### src/rtl/riscv_mem_arbiter.sv
// Single-port core RAM arbiter between instruction fetch (IF) and load/store (D).
// Data has priority; IF is forced through after STARVE_MAX consecutive lost cycles.
module riscv_mem_arbiter #(
  parameter int ADDR_W     = 32,
  parameter int DATA_W     = 32,
  parameter int STARVE_MAX = 4
) (
  input  logic                clk,
  input  logic                x_reset,
  input  logic                if_req,
  input  logic [ADDR_W-1:0]   if_addr,
  output logic                if_gnt,
  output logic                if_rvalid,
  output logic [DATA_W-1:0]   if_rdata,
  input  logic                d_req,
  input  logic                d_we,
  input  logic [ADDR_W-1:0]   d_addr,
  input  logic [DATA_W-1:0]   d_wdata,
  input  logic [DATA_W/8-1:0] d_be,
  output logic                d_gnt,
  output logic                d_rvalid,
  output logic [DATA_W-1:0]   d_rdata,
  output logic                mem_en,
  output logic                mem_we,
  output logic [ADDR_W-1:0]   mem_addr,
  output logic [DATA_W-1:0]   mem_wdata,
  output logic [DATA_W/8-1:0] mem_be,
  input  logic [DATA_W-1:0]   mem_rdata,
  output logic [3:0]          starve_cnt
);

  localparam logic [3:0] STARVE_LIM = 4'(STARVE_MAX);
  localparam logic [3:0] CNT_SAT    = 4'd15;

  typedef enum logic [1:0] {
    RSP_NONE = 2'd0,
    RSP_IF   = 2'd1,
    RSP_D    = 2'd2
  } rsp_own_e;

  rsp_own_e   rsp_own_q, rsp_own_d;
  logic [3:0] starve_q, starve_d;
  logic       force_if_s;

  // Grant selection and RAM pin drive; everything is held at zero while in reset.
  always_comb begin
    force_if_s = 1'b0;
    d_gnt      = 1'b0;
    if_gnt     = 1'b0;
    mem_en     = 1'b0;
    mem_we     = 1'b0;
    mem_addr   = '0;
    mem_wdata  = '0;
    mem_be     = '0;
    if (x_reset) begin
      force_if_s = 1'b0;
    end else begin
      force_if_s = if_req & (starve_q >= STARVE_LIM);
      d_gnt      = d_req & ~force_if_s;
      if_gnt     = if_req & ~d_gnt;
      mem_en     = if_gnt | d_gnt;
      if (d_gnt) begin
        mem_we    = d_we;
        mem_addr  = d_addr;
        mem_wdata = d_wdata;
        mem_be    = d_be;
      end else if (if_gnt) begin
        mem_addr  = if_addr;
      end else begin
        mem_we    = 1'b0;
      end
    end
  end

  // Next response owner and IF wait counter (saturates rather than wrapping).
  always_comb begin
    rsp_own_d = RSP_NONE;
    starve_d  = starve_q;
    if (if_gnt) begin
      rsp_own_d = RSP_IF;
    end else if (d_gnt & ~d_we) begin
      rsp_own_d = RSP_D;
    end else begin
      rsp_own_d = RSP_NONE;
    end
    if (~if_req | if_gnt) begin
      starve_d = 4'd0;
    end else if (starve_q == CNT_SAT) begin
      starve_d = starve_q;
    end else begin
      starve_d = starve_q + 4'd1;
    end
  end

  // State registers; reset drops any response still in flight.
  always_ff @(posedge clk or posedge x_reset) begin
    if (x_reset) begin
      rsp_own_q <= RSP_NONE;
      starve_q  <= 4'd0;
    end else begin
      rsp_own_q <= rsp_own_d;
      starve_q  <= starve_d;
    end
  end

  // Steer RAM read data to whichever requester owns this cycle's response.
  always_comb begin
    if_rvalid  = (rsp_own_q == RSP_IF);
    d_rvalid   = (rsp_own_q == RSP_D);
    if_rdata   = if_rvalid ? mem_rdata : '0;
    d_rdata    = d_rvalid ? mem_rdata : '0;
    starve_cnt = starve_q;
  end

endmodule

### config.mk
export PLATFORM = sky130hd
export DESIGN_NAME = riscv_mem_arbiter
export DESIGN_NICKNAME = d
export VERILOG_FILES = /design/src/rtl/riscv_mem_arbiter.sv
export SDC_FILE = /design/constraint.sdc
export NUM_CORES = 1
export LEC_CHECK = 0
export BUFFER_PORTS_ARGS = -buffer_cell sky130_fd_sc_hd__buf_2
export CORE_AREA = 2 2 109 111
export CTS_CLUSTER_SIZE = 20
export DETAILED_ROUTE_END_ITERATION = 6
export DIE_AREA = 0 0 111 113
export GPL_TIMING_DRIVEN = 0
export PLACE_DENSITY = 0.49
export SLEW_MARGIN = 5
export SYNTH_ARGS = -nofsm -noshare
export SYNTH_HDL_FRONTEND = slang
export SYNTH_SLANG_ARGS = --single-unit
### constraint.sdc
create_clock -name clk -period 1.6 [get_ports clk]
set_input_delay 0.16 -clock clk [delete_from_list [all_inputs] [get_ports clk]]
set_output_delay 0.16 -clock clk [all_outputs]
set_load 0.03 [all_outputs]
==> results summary <==
The number of standard cells after synthesis came out at 181. Setup repair after global routing could not meet its margin everywhere. The top cell type's share of synthesized area came out at 0.4612. Port buffering added 278 buffers. The combined global-route utilization of all metal layers came out at 0.1153.

At the pin with the least slew margin, the transition time is 0.4814 ns. The clock tree skew after final layout is 0.004315 ns. The area used by sequential logic in the layout came out at 152.6 µm². The largest individual stage delay along the critical path comes from the cell sky130_fd_sc_hd__dfrtp_2. The clock network fraction of design power came out at 0.247. The number of nets handed over by synthesis was 319.

STA classifies the critical path endpoint as a primary output. The minimum hold slack came out at 0.1335 ns. The number of buffers created by CTS is 3. The number of global-route vias before repair was 2,430. The layout overhead on the synthesized area came out at 179.5%.

The root buffer cell chosen for the clock tree is sky130_fd_sc_hd__clkbuf_16. The count of routing violations after the opening detailed-route iteration is 32. The boundary pin count is 279. Adding up every negative setup slack in the final design gives -9.068 ns. The cell area after layout is 3830 µm².

The reg-to-reg setup timing slack is 0.25 ns. Yosys attributes the largest share of cell area to sky130_fd_sc_hd__and2_1 (46%), sky130_fd_sc_hd__a22o_1 (20%), sky130_fd_sc_hd__dfrtp_1 (11%). The biggest area consumer among synthesized cells is sky130_fd_sc_hd__and2_1.

Setup violations remaining at the end of the flow were counted as 69. The die covers 12,540 µm². The mean routed wirelength per cell came out at 13.37 µm. The cell family with the largest share of critical-path delay is buffers and inverters. The critical path data arrival time is 1.66 ns.

The switching share of total power came out at 0.3937. In this run the worst hold path is classified as primary input to flip-flop. The global-route wire length before repair is 12.03 mm.

Each instance of the synthesized netlist takes up on average 7.569 µm². The start-to-end type of the worst setup path is flip-flop to primary output. The number of clock sinks came out at 6. Dividing total power by cell area gives a power density of 427.9 nW/µm². During synthesis, Yosys emitted a total of 0 warnings. The count of endpoints failing hold in the final timing report is 0.

The count of maximum capacitance violations came out at 0. The post-placement cell area came out at 2943 µm². The placement-stage worst setup slack is -0.1223 ns. The final-stage net count is 614. The number of nets with antenna violations after detailed routing came out at 0. The antenna diode count came out at 0.

The final reports fail on setup timing. The initial utilization of the core area, before any placement, comes to 0.1215. The worst-case setup margin in the final layout came out at -0.2155 ns. The delay of the slowest critical-path stage is 0.42 ns. IR analysis of the VDD net gives a maximum drop of 296.1 µV. The DRC violation count after routing came out at 0.

Summing all multi-input logic gate instances after layout gives 1179 µm². The fraction of the mapped netlist area in compound gates came out at 0.2164. The later pin in the worst-skew pair is clocked with a latency of 0.23 ns. Once detailed placement completed, the half-perimeter wirelength came to 6.670 mm. The final number of max-transition violations came out at 0. The worst setup path is launched from a flip-flop. Measured along the y axis, the die boundary spans 113 µm. The total internal power came out at 993.7 µW. TritonCTS built the clock tree.

After synthesis, the share of cell area in mux cells is 0.007306. The shortest period the worst path allows is 1.815 ns. The unique cell type count in the Yosys netlist is 21. The required arrival time at the worst endpoint came out at 1.44 ns. The number of buffers and inverters on the critical path is 3. The total via count after detailed routing came out at 2,455. The flow ran to the end, but the final reports show violations.

The share of power burned in combinational logic came out at 0.650. The final cycle utilization of the critical path is 1.135. The post-synthesis instance area is 1370 µm². Global routing finished with a remaining overflow of 0. The placeable core area came out at 11,270 µm². The maximum clock path buffer count came out at 2.

Summed over all cells, the static leakage comes to 2.183 nW. Of the total synthesized cell area, the portion taken by full adders, half adders and majority gates is 0.009132. The share of the yosys chip area belonging to registers came out at 0.1096. The largest family of logic cells by synthesized area is simple AND/OR/NAND/NOR gates. Of the total synthesized cell area, the portion taken by XOR and XNOR cells is 0.006393. The sequential share of power is 0.103. The share of synthesized cell area in and, or, nand and nor gates came out at 0.5416.

Summed over all nets, the switching power comes to 645.3 µW. Walking the worst path, the cells encountered are nor3b_4 -> nor3b_4 -> buf_12 -> buf_6 -> a22o_1 -> buf_6. The detailed-router iteration count before antenna repair is 4. The number of rows created at floorplan is 39. The flip-flop and latch count after synthesis came out at 6. The congestion estimate from routability-driven global placement came to 0.8631. The number of antenna violations at the first check in global routing came out at 0. Of all nets on the critical path, the largest fanout is 10.

The die outline width came out at 111 µm. The via density per instance is 3.979. The clock edge transition at the registers on the reported setup and hold paths came out at 0.03 ns. The maximum number of pins on one net before global-route repair came out at 12. The max-slew headroom at the worst pin is 0.6757. After filler insertion, the fill cell instance count of the layout stands at 1,174. The layout cell share with drive strength beyond 1 came out at 0.7363. The total number of H-tree levels is 1. The highest achievable clock rate came out at 0.5508 GHz.

The total wirelength of the detailed-routed design is 8.247 mm.
-- cells by family after synthesis --
| family | after synthesis |
|---|---|
| AND/OR/NAND/NOR | 119 |
| multiplexers | 1 |
| AO/OA/AOI/OAI | 35 |
| XOR/XNOR | 1 |
| flip-flops | 6 |
| adder cells (fa/ha/maj) | 1 |
| buffers and inverters | 18 |
-- through the flow --
step / std cells / total power [mW] / utilization
floorplan: 181 / 0.6642 / -
global placement: 602 / 1.007 / 0.2611
detailed placement: 602 / 1.014 / 0.2611
CTS: 616 / 1.617 / 0.3283
global route: 617 / 1.718 / 0.3398
finish: 617 / 1.639 / 0.3398
-- sequential cells by signal, indices dropped and copies added, names as in the netlist --
signal	flops
rsp_own_q	2
starve_cnt	4
-- cells in the final DEF, fill, tap and decap left out, drive strengths merged --
cell type / Yosys / final
dlygate4sd3: 0 / 1
nor2b: 3 / 3
nor3: 2 / 2
and3: 1 / 1
nor3b: 3 / 3
and2: 101 / 101
nand3: 2 / 2
inv: 1 / 1
a22o: 32 / 32
ha: 1 / 1
o21ai: 2 / 2
mux2i: 1 / 1
nor2: 6 / 6
xnor2: 1 / 1
a31oi: 1 / 1
buf: 11 / 298
clkbuf: 6 / 11
dfrtp: 6 / 6
nand2: 1 / 1
-- cells in the mapped netlist, drive strengths merged --
| library cell | n |
|---|---|
| nand2 | 1 |
| nor3 | 2 |
| nor2b | 3 |
| and3 | 1 |
| mux2i | 1 |
| o21ai | 2 |
| inv | 1 |
| and2 | 101 |
| buf | 11 |
| nor3b | 3 |
| a31oi | 1 |
| nand3 | 2 |
| a22o | 32 |
| ha | 1 |
| dfrtp | 6 |
| nor2 | 6 |
| xnor2 | 1 |
| clkbuf | 6 |
-- routing by layer --
metal | GRT usage | vias to the layer above | wire (µm)
met5 | 0 | - | 0
met4 | 0.01917 | 0 | 72
met3 | 0.02625 | 6 | 818
met2 | 0.2384 | 158 | 4599
met1 | 0.1185 | 1098 | 2756
li1 | - | 1193 | -
-- final timing paths --
check                         startpoint  cells past startpoint       endpoint
min in group asynchronous        x_reset                      3  starve_cnt[0]
max in group asynchronous        x_reset                      3  starve_cnt[2]
min reg2reg                starve_cnt[1]                      2  starve_cnt[1]
max                        starve_cnt[2]                      6   mem_addr[17]
min                                 d_we                      2   rsp_own_q[1]
max reg2reg                starve_cnt[2]                      4  starve_cnt[3]
-- worst register-to-register path, delay by kind of cell, from the launching register on --
| kind | cells | cell delay, ns |
|---|---|---|
| AO/OA/AOI/OAI | 1 | 0.17 |
| flip-flops | 1 | 0.42 |
| buffers and inverters | 1 | 0.15 |
| AND/OR/NAND/NOR | 2 | 0.51 |
-- power by group through the flow --
| stage | Clock [mW] | Combinational [mW] | Sequential, mW |
|---|---|---|---|
| after global routing | 0.420 | 1.13 | 0.170 |
| after CTS | 0.404 | 1.04 | 0.169 |
| after global placement | 0 | 0.838 | 0.169 |
| after detailed placement | 0 | 0.844 | 0.170 |
| after floorplan | 0 | 0.487 | 0.177 |
| final | 0.405 | 1.06 | 0.169 |
-- area by class of cell --
class / count / area share
clock buffer: 3 / 0.01960
multi-input combinational: 157 / 0.3077
sequential: 6 / 0.03986
tap: 143 / 0.04672
buffer: 17 / 0.05260
inverter: 1 / 0.0009801
timing repair buffer: 290 / 0.5325
-- what timing repair did --
| item | 4_1_cts | 5_1_grt |
|---|---|---|
| gates resized for setup | 198 | 73 |
| hold buffers | 1 | 0 |
| cloned | 5 | 0 |
| hold endpoints to repair | 6 | 0 |
| setup buffers | 5 | 2 |
| setup endpoints to repair | 135 | 129 |
| pin swaps | 40 | 22 |
(Power assumes the default switching activity.)
